File: src/rtl/heq_sequencer.sv
// Frame sequencer for the histogram-equalisation pipeline: clears the scratchpad,
// then walks the HIST, CDF and MAP stages, with per-phase timeout and request queueing.
module heq_sequencer #(
    parameter int          NUM_BINS      = 256,
    parameter logic [23:0] PHASE_TIMEOUT = 24'd2500000
) (
    input  logic         clock,
    input  logic         rst_n,
    input  logic         frame_start,
    input  logic         hist_done,
    input  logic         cdf_done,
    input  logic         map_done,
    input  logic         clear_err,
    output logic         hist_start,
    output logic         cdf_start,
    output logic         map_start,
    output logic         input_base_offset,
    output logic [1:0]   m2_owner,
    output logic         m2WE,
    output logic [15:0]  m2WriteAddr,
    output logic [127:0] m2WriteBus,
    output logic         busy,
    output logic         frame_done,
    output logic         overflow,
    output logic         err
);

    typedef enum logic [2:0] {
        S_IDLE,
        S_CLEAR,
        S_HIST,
        S_CDF,
        S_MAP,
        S_DONE,
        S_ERROR
    } state_t;

    localparam logic [15:0] LAST_ADDR    = 16'(NUM_BINS - 1);
    localparam logic [23:0] TIMEOUT_LAST = PHASE_TIMEOUT - 24'd1;

    state_t       state_q, state_d;
    logic         pending_q, pending_d;
    logic         overflow_q, overflow_d;
    logic         ibo_q, ibo_d;
    logic [15:0]  addr_q, addr_d;
    logic [23:0]  phase_q, phase_d;
    logic         timeout;

    logic         hist_start_q, hist_start_d;
    logic         cdf_start_q, cdf_start_d;
    logic         map_start_q, map_start_d;
    logic [1:0]   owner_q, owner_d;
    logic         we_q, we_d;
    logic         busy_q, busy_d;
    logic         frame_done_q, frame_done_d;
    logic         err_q, err_d;

    // The phase counter holds the number of cycles already spent in the current phase,
    // so the last permitted cycle is the one where it equals PHASE_TIMEOUT-1.
    assign timeout = (phase_q == TIMEOUT_LAST);

    always_comb begin
        state_d    = state_q;
        pending_d  = pending_q;
        overflow_d = overflow_q;
        ibo_d      = ibo_q;
        addr_d     = addr_q;
        phase_d    = phase_q;

        if (frame_start) begin
            if (pending_q || state_q == S_ERROR) begin
                overflow_d = 1'b1;
            end else if (state_q != S_IDLE) begin
                pending_d = 1'b1;
            end
        end

        case (state_q)
            S_IDLE: begin
                if (frame_start || pending_q) begin
                    state_d   = S_CLEAR;
                    pending_d = 1'b0;
                    addr_d    = '0;
                end
            end
            S_CLEAR: begin
                if (addr_q == LAST_ADDR) begin
                    state_d = S_HIST;
                    addr_d  = '0;
                end else begin
                    addr_d = addr_q + 16'd1;
                end
            end
            S_HIST: begin
                if (hist_done) begin
                    state_d = S_CDF;
                end else if (timeout) begin
                    state_d = S_ERROR;
                end
            end
            S_CDF: begin
                if (cdf_done) begin
                    state_d = S_MAP;
                end else if (timeout) begin
                    state_d = S_ERROR;
                end
            end
            S_MAP: begin
                if (map_done) begin
                    state_d = S_DONE;
                    ibo_d   = ~ibo_q;
                end else if (timeout) begin
                    state_d = S_ERROR;
                end
            end
            S_DONE: begin
                state_d = S_IDLE;
            end
            S_ERROR: begin
                if (clear_err) begin
                    state_d    = S_IDLE;
                    overflow_d = 1'b0;
                end
            end
            default: begin
                state_d = S_IDLE;
            end
        endcase

        // A timed-out frame abandons any queued request as well.
        if (state_d == S_ERROR && state_q != S_ERROR) begin
            pending_d = 1'b0;
        end

        if (state_d != state_q) begin
            phase_d = '0;
        end else if (state_q == S_HIST || state_q == S_CDF || state_q == S_MAP) begin
            phase_d = phase_q + 24'd1;
        end
    end

    // Outputs are decoded from the next state so their flops line up with state_q.
    always_comb begin
        hist_start_d = (state_d == S_HIST);
        cdf_start_d  = (state_d == S_CDF);
        map_start_d  = (state_d == S_MAP);
        we_d         = (state_d == S_CLEAR);
        frame_done_d = (state_d == S_DONE);
        err_d        = (state_d == S_ERROR);
        busy_d       = !(state_d == S_IDLE || state_d == S_ERROR);
        owner_d      = 2'd0;
        case (state_d)
            S_HIST:  owner_d = 2'd1;
            S_CDF:   owner_d = 2'd2;
            S_MAP:   owner_d = 2'd3;
            default: owner_d = 2'd0;
        endcase
    end

    always_ff @(posedge clock) begin
        if (!rst_n) begin
            state_q      <= S_IDLE;
            pending_q    <= 1'b0;
            overflow_q   <= 1'b0;
            ibo_q        <= 1'b0;
            addr_q       <= '0;
            phase_q      <= '0;
            hist_start_q <= 1'b0;
            cdf_start_q  <= 1'b0;
            map_start_q  <= 1'b0;
            owner_q      <= 2'd0;
            we_q         <= 1'b0;
            busy_q       <= 1'b0;
            frame_done_q <= 1'b0;
            err_q        <= 1'b0;
        end else begin
            state_q      <= state_d;
            pending_q    <= pending_d;
            overflow_q   <= overflow_d;
            ibo_q        <= ibo_d;
            addr_q       <= addr_d;
            phase_q      <= phase_d;
            hist_start_q <= hist_start_d;
            cdf_start_q  <= cdf_start_d;
            map_start_q  <= map_start_d;
            owner_q      <= owner_d;
            we_q         <= we_d;
            busy_q       <= busy_d;
            frame_done_q <= frame_done_d;
            err_q        <= err_d;
        end
    end

    assign hist_start        = hist_start_q;
    assign cdf_start         = cdf_start_q;
    assign map_start         = map_start_q;
    assign input_base_offset = ibo_q;
    assign m2_owner          = owner_q;
    assign m2WE              = we_q;
    assign m2WriteAddr       = addr_q;
    assign m2WriteBus        = '0;
    assign busy              = busy_q;
    assign frame_done        = frame_done_q;
    assign overflow          = overflow_q;
    assign err               = err_q;

endmodule

File: config.mk
export PLATFORM = sky130hd
export DESIGN_NAME = heq_sequencer
export DESIGN_NICKNAME = d
export VERILOG_FILES = /design/src/rtl/heq_sequencer.sv
export SDC_FILE = /design/constraint.sdc
export NUM_CORES = 1
export LEC_CHECK = 0
export CORE_MARGIN = 3
export CORE_UTILIZATION = 33
export DETAILED_ROUTE_END_ITERATION = 16
export PLACE_DENSITY_LB_ADDON = 0.1
export SLEW_MARGIN = 20
export SYNTH_ARGS = -nofsm -noshare
export SYNTH_HDL_FRONTEND = slang
export SYNTH_SLANG_ARGS = --single-unit
File: constraint.sdc
create_clock -name clock -period 2.51 [get_ports clock]
set_clock_uncertainty 0.2 [all_clocks]
set_input_delay 0.6275 -clock clock [delete_from_list [all_inputs] [get_ports clock]]
set_output_delay 0.6275 -clock clock [all_outputs]
set_load 0.005 [all_outputs]
* Yosys cells after proc, flatten, opt, wreduce, memory -nomap -nowiden
Index checks and enable logic that the tools add are counted.
Word-level totals: output and inout port bits 155, word-level logic and storage cells 70, bits of input ports 7, flip-flop bits (word level) 55
Cells by class: mux-type cells 21, bitwise operators 2, eq/ne operators 16, reductions and logical operators 15, $add $sub $neg 2
Operator list (count):
- $mux 16 | 2
- $pmux 16 s2 | 1
- $add 24x1->24 const B | 1
- $eq 24x22->1 const B | 1
- $mux 3 | 7
- $pmux 3 s6 | 1
- $add 16x1->16 const B | 1
- $eq 16x8->1 const B | 1
- $eq 3x3->1 const B | 5
- $eq 3x2->1 const B | 4
- $mux 1 | 9
- $eq 3x1->1 const B | 2
- $logic_not 3->1 | 2
- $pmux 2 s3 | 1
- $logic_or 1x1->1 | 5
- $reduce_and 2->1 | 2
- $reduce_or 2->1 | 2
- $ne 3x3->1 | 1
- $ne 3x3->1 const B | 1
- $reduce_bool 3->1 | 1
- $ne 2x2->1 const B | 1
- $not 1->1 | 2
- $reduce_bool 2->1 | 1
- $logic_and 1x1->1 | 1
- $logic_not 1->1 | 1

* Logic depth before layout (Yosys ltp)
Gate-level depths: netlist of the first run.
depth after elaboration 7, gate-level depth with buffers 8, gate-level depth less buffers 7

* Worst setup path after synthesis of the first run
OpenSTA, ideal clock, no wires.
kind reg-to-reg, start register addr_q[9], in the netlist m2WriteAddr[9], end register phase_q[0], cell stages (with the launch flop) 8, required time 2195 ps, slack 92 ps, setup time 115 ps, period minus slack after synthesis 2418 ps, buffers on the path 1, data arrival time 2103 ps, cells stage by stage dfxtp_1 -> or4_1 -> or4_4 -> a211oi_2 -> a211oi_1 -> o21ai_2 -> buf_6 -> nor2_1
Between the ends: word-level cells in the longest chain between the ends 5
Ends and longest elaborated chain:
- start: declaration | line 45 | logic [15:0] addr_q, addr_d;
- start signal: assignment | line 181 | addr_q <= addr_d;
- $eq 16x8->1 | line 87 | if (addr_q == LAST_ADDR) begin
- $mux 3 | line 87
- $pmux 3 s6 | line 78 | case (state_q)
- $ne 3x3->1 | line 135 | if (state_d != state_q) begin
- $reduce_or 2->1 (no source line)
- end signal: assignment | line 182 | phase_q <= phase_d;
- end: declaration | line 46 | logic [23:0] phase_q, phase_d;
No other way between the ends. A chain may end at the register's enable or synchronous reset.

* Final worst setup path of the first run
start register addr_q[15], in the netlist m2WriteAddr[15], end register pending_q
Between the ends: word-level cells in the longest chain between the ends 6
Ends and longest elaborated chain:
- $eq 16x8->1 | line 87
- $mux 3 | line 87
- $pmux 3 s6 | line 78
- $eq 3x3->1 | line 131 | if (state_d == S_ERROR && state_q != S_ERROR) begin
- $logic_and 1x1->1 | line 131
- $reduce_or 2->1 (no source line)
- end signal: assignment | line 178 | pending_q <= pending_d;
- end: declaration | line 42 | logic pending_q, pending_d;
No other way between the ends.

==> impl_summary.log, run 1 <==
INFO  metric antenna_violations_before_repair = 0
INFO  metric critPathMaxFanout = 6
INFO  metric post_synth_num_cell_types = 58
INFO  metric grt_first_pass_wirelength = 12800 um
INFO  metric power_leakage = 1.81 nW
INFO  metric worst_slack = -0.0929 ns
INFO  metric worst_slew_pin_slew = 0.561 ns
INFO  metric powerDensity = 386 nW/um2
INFO  metric dr.first_iter.drc_count = 129
INFO  metric netlist_top_cells_count = 128 x buf_4, 62 x nor2_1, 55 x dfxtp_1
INFO  metric start_util = 34.4%
INFO  metric setup_violations = 23
INFO  metric drt-total-wl = 8070 um
INFO  metric synth_top_area_share = 30.6%
INFO  metric sequential_cell_area_fraction_in_the_yosys_report = 30.6%
INFO  metric crit_path_max_cell_delay = 0.54 ns
INFO  metric fp.dieH = 110 um
INFO  metric crit_path_end_kind = flop
INFO  metric edff_count_synth = 0
INFO  metric tns = -1.49 ns
INFO  metric cts.htree.levels = 2
INFO  metric core_region_area = 10500 um2
INFO  metric yosysWarnings = 0
INFO  metric synthCells = 442
INFO  metric max_cap_violations = 0
INFO  metric max-vdd-ir-drop = 0.227 mV
INFO  metric hold_slack = 0.304 ns
INFO  metric drcViolationCount = 0
INFO  metric crit_path_start_kind = flop
INFO  metric timing.max_slew.rel_slack = 62.2%
INFO  metric route.detailed.wl_per_inst = 12.0 um
INFO  metric design.die.area = 12200 um2
INFO  metric max-clock-path-buffers = 2
INFO  metric via_per_inst = 4.22
INFO  metric worstSetupPathType = flop to flop
INFO  metric report.final.hold_viol_count = 0
INFO  metric netlist.top_cell.by_area = dfxtp_1
INFO  metric fp.dieW = 110 um
INFO  metric cell_breakdown_of_the_critical_path = or4_4 -> or4_4 -> nor2_2 -> nor3_1 -> buf_4 -> nand2b_1 -> o31a_1
INFO  metric syn_area = 3600 um2
INFO  metric final_net_count = 545
INFO  metric max_freq = 0.384 GHz
INFO  metric worst-endpoint-arrival = 2.62 ns
INFO  metric area_growth = 20.2%
INFO  metric synth-main-ff-cell = dfxtp_1
INFO  metric port_buffers = 33
INFO  metric post_route_cells_drive_above_1_share = 19.7%
INFO  metric timing.critical_path.mode_cell = or4_4
INFO  metric final_min_period_over_clock_period = 104%
INFO  metric tritoncts.num_buffers = 5
INFO  metric detailroute.via_count = 2838
INFO  metric status = finished, violations left
INFO  metric worstSkewPairLatency = 0.32 ns
INFO  metric violations_in_the_final_reports = setup timing
INFO  metric cts_hold_buffers = 0
INFO  metric grt_setup_unrepaired = true
INFO  metric synth_seq_cells = 55
INFO  metric placement.setup.worst_slack = -0.401 ns
INFO  metric grt_start_max_net_pins = 20
INFO  metric drv_slew = 0
INFO  metric post-place-cells = 660
INFO  metric post-route-min-period = 2.60 ns
INFO  metric async_reset_ff_share = 0%
INFO  metric std_cell_rows = 37
INFO  metric grt_use_total = 12.4%
INFO  metric cts.sink_count = 55
INFO  metric dpl.hpwl = 6150 um
INFO  metric finalWeightedCongestion = 0.812
INFO  metric floorplan.io_pins = 162
INFO  metric clk_root_buffer_cell = clkbuf_8
INFO  metric detailed_routing_iteration_count_for_the_pre_antenna_repair_pass = 4
INFO  metric hold_path.class = flop to flop
INFO  metric ant_nets = 0
INFO  metric synth.area.top_cells = dfxtp_1 31%, buf_4 27%, nor2_1 6.5%
INFO  metric syn_area_per_cell = 8.15 um2
INFO  metric timing.critical_path.required = 2.53 ns
INFO  metric fin_total_pwr = 1.67 mW
INFO  metric cts_tree = done
INFO  metric antennaDiodeCount = 0
INFO  metric critical_path_slowest_stage_cell = or4_4
INFO  metric grt_pass1_vias = 2653
INFO  metric clk_pin_slew_worst_paths = 0.12 ns
INFO  metric stdcell_count = 673
INFO  metric synthMostInstantiatedCell = buf_4
INFO  metric grt.overflow.total = 0
## cell type report
| type | instances | area, um2 |
|---|---|---|
| repair buffers | 97 | 881 |
| flip-flops and latches | 55 | 1110 |
| multi-input cells | 370 | 2050 |
| clock buffers | 5 | 68.8 |
| fillers | 1109 | 6140 |
| inverters | 7 | 26.3 |
| clock inverters | 3 | 26.3 |
| well taps | 136 | 170 |
## metrics by stage
step / cell area (um2) / utilization, %
final: 4330 / 41.4
after global placement: 4030 / 38.6
after floorplan: 4080 / -
after global routing: 4330 / 41.4
after CTS: 4300 / 41.1
after detailed placement: 4030 / 38.6
## sequential cells by signal, indices dropped and copies added (netlist names)
name / cells
hist_start: 1
pending_q: 1
m2_owner: 2
overflow: 1
input_base_offset: 1
frame_done: 1
m2WriteAddr: 16
state_q: 3
map_start: 1
cdf_start: 1
busy: 1
err: 1
phase_q: 24
m2WE: 1
## report_power, final
group | internal, mW | switching, mW
combinational | 0.103 | 0.144
clock | 0.206 | 0.325
sequential | 0.881 | 0.00994
total | 1.19 | 0.479
## layout by cell type (no fill, tap or decap), types with 6 or more instances in the layout
cell type,n
conb_1,128
buf_4,58
dfxtp_1,51
nor2_1,47
clkdlybuf4s50_1,31
nand2_1,19
xor2_1,16
nand4_1,14
xnor2_1,14
nor3_1,13
nor2_2,12
nand3_1,10
and3_1,7
o21ai_0,7
a21oi_1,6
## worst max-delay path: cells and delay by family (launching register included)
family / cells / cell delay [ns]
AOI/OAI and AO/OA: 1 / 0.29
DFF: 1 / 0.34
buffers and inverters: 1 / 0.17
and+or+nand+nor: 5 / 1.50
## worst paths after layout
path,slack [ns],endpoint,startpoint,cells past startpoint
setup / recovery,-0.09,pending_q,m2WriteAddr[15],7
hold / removal,0.30,overflow,overflow,2
setup reg to reg,-0.09,pending_q,m2WriteAddr[15],7
hold reg to reg,0.30,overflow,overflow,2
## timing repair
action / in CTS / in global routing
buffers inserted: 5 / 0
endpoints found under the setup margin: 29 / 29
gates cloned: 3 / 0
resized for setup: 14 / 26
pin swaps: 8 / 12
## metal layers
layer | track usage (%) | part of all wire (%)
met1 | 14.2 | 41
met4 | 2.13 | 0.53
met3 | 2.36 | 4.4
met5 | 0 | 0
met2 | 23.7 | 54
## cell families (layout without fill, tap and decap cells)
family	after synthesis	in the layout	share of synthesized area [%]
compound gates	48	48	9.42
xor+xnor	31	31	7.54
fa+ha+maj	2	2	0.695
buf+inv	144	112	28.8
flops	55	55	30.6
mux	2	2	0.556
other cells	1	128	0.104
simple gates	159	159	22.3
Note: power is estimated with default switching activity, not from simulation.
==> inputs of run 2 (changes only) <==
PLACE_DENSITY = 0.68   (was unset)
PLACE_DENSITY_LB_ADDON = unset   (was 0.1)
==> impl_summary.log, run 2 (same netlist as run 1, synthesis figures left out) <==
INFO  metric grt.overflow.total = 0
INFO  metric largest_reg_flops = 24
INFO  metric final_common_cell = conb_1
INFO  metric critPathMaxFanout = 24
INFO  metric detailed_routing_iteration_count_for_the_pre_antenna_repair_pass = 4
INFO  metric max_freq = 0.410 GHz
INFO  metric hold_path.class = flop to flop
INFO  metric stdcell_count = 652
INFO  metric antenna_violations_before_repair = 0
INFO  metric clk_root_buffer_cell = clkbuf_8
INFO  metric cts.sink_count = 55
INFO  metric cts_hold_buffers = 0
INFO  metric power_leakage = 1.66 nW
INFO  metric postPlaceCellArea = 3890 um2
INFO  metric port_buffers = 33
INFO  metric finalWeightedCongestion = 0.902
INFO  metric fp.dieH = 110 um
INFO  metric powerDensity = 396 nW/um2
INFO  metric final_cell_area = 4050 um2
INFO  metric area_growth = 12.5%
INFO  metric max-clock-path-buffers = 2
INFO  metric dr.first_iter.drc_count = 155
INFO  metric final_core_util = 38.7%
INFO  metric cts_tree = done
INFO  metric crit_path_start_kind = primary input
INFO  metric post-route-min-period = 2.44 ns
INFO  metric grt_pass1_vias = 2491
INFO  metric grt_first_pass_wirelength = 11500 um
INFO  metric core_region_area = 10500 um2
INFO  metric grt_use_total = 11.0%
INFO  metric crit_path_end_kind = flop
INFO  metric layout_common_cells = 128 x conb_1, 61 x nor2_1, 53 x dfxtp_1
INFO  metric drt-total-wl = 7270 um
INFO  metric detailroute.via_count = 2808
INFO  metric dpl.hpwl = 5740 um
INFO  metric route.detailed.wl_per_inst = 11.1 um
INFO  metric report.final.hold_viol_count = 0
INFO  metric antennaDiodeCount = 0
INFO  metric tns = 0 ns
INFO  metric ant_nets = 0
INFO  metric worstSkewPairLatency = 0.32 ns
INFO  metric post_route_cells_drive_above_1_share = 13.6%
INFO  metric final_min_period_over_clock_period = 97.2%
INFO  metric timing.critical_path.required = 2.56 ns
INFO  metric final_net_count = 524
INFO  metric placement.setup.worst_slack = -0.465 ns
INFO  metric grt_start_max_net_pins = 25
INFO  metric grt_setup_unrepaired = true
INFO  metric setup_violations = 0
INFO  metric hold_slack = 0.298 ns
INFO  metric final.fill_count = 1056
INFO  metric std_cell_rows = 37
INFO  metric post-place-cells = 643
INFO  metric regMostFlops = phase_q
INFO  metric drv_slew = 0
INFO  metric worst-endpoint-arrival = 2.49 ns
INFO  metric max_cap_violations = 0
INFO  metric worstSetupPathType = primary input to flop
INFO  metric worst_slack = 0.0713 ns
INFO  metric drcViolationCount = 0
INFO  metric tritoncts.num_buffers = 5
INFO  metric cts.htree.levels = 2
INFO  metric status = finished, final reports clean
INFO  metric clk_pin_slew_worst_paths = 0.11 ns
INFO  metric floorplan.io_pins = 162
INFO  metric fin_total_pwr = 1.61 mW
INFO  metric fp.dieW = 110 um
INFO  metric via_per_inst = 4.31
INFO  metric max-vdd-ir-drop = 0.244 mV
INFO  metric start_util = 34.4%
INFO  metric design.die.area = 12200 um2
-- run 2: cell count changes in the layout (fill, tap and decap cells not counted), moves of 2 or more --
cell / change
buf_6: -2
buf_4: -16
buf_12: -2
dfxtp_2: -2
nor2_4: -2
dlymetal6s2s_1: -2
dfxtp_1: +2
o21ai_2: +2
nor4_2: +2
nor2_1: +14
nor2_2: -12
clkdlybuf4s50_1: +2
-- run 2: area by class of cell --
class	count	area (um2)	share of cell area, %
Clock inverter	3	26.3	0.648
Tap cell	136	170	4.20
Sequential cell	55	1100	27.2
Timing Repair Buffer	76	666	16.4
Inverter	7	26.3	0.648
Clock buffer	5	68.8	1.70
Multi-Input combinational cell	370	1990	49.2
-- run 2: report_power, final --
group          switching [mW]  leakage (nW)  total [mW]  internal (mW)
clock network           0.314        0.0491       0.520          0.206
logic                   0.127          1.17       0.199         0.0726
registers             0.00679         0.445       0.888          0.881
total                   0.447          1.66        1.61           1.16
-- run 2: final timing paths --
| kind | cells after the start | to | slack, ns | startpoint |
|---|---|---|---|---|
| worst max-delay path | 9 | phase_q[22] | 0.07 | hist_done |
| worst min-delay path | 2 | overflow | 0.30 | overflow |
| worst max register to register | 7 | phase_q[22] | 0.07 | m2WriteAddr[8] |
| worst min register to register | 2 | overflow | 0.30 | overflow |
-- run 2: metal layers --
metal	vias up	wire, um	track usage, %
li1	1390	-	-
met1	1293	2910	12.8
met2	114	3730	20.1
met3	11	491	2.47
met4	0	132	3.12
met5	-	0	0
-- run 2: what timing repair did --
action                                  in CTS  in global routing
endpoints found under the setup margin      26                 37
pin swaps                                    4                  3
setup buffers                                0                  1
cloned                                       0                  0
gates resized for setup                      6                  8
-- run 2: critical path, cell delays in order --
cell and delay, ns:
clkdlybuf4s50_1 0.48, nor2_1 0.06, a2111oi_2 0.33, buf_4 0.17, and4b_1 0.21, nor4_2 0.21, o21ai_2 0.12, buf_12 0.17
nor2_1 0.11
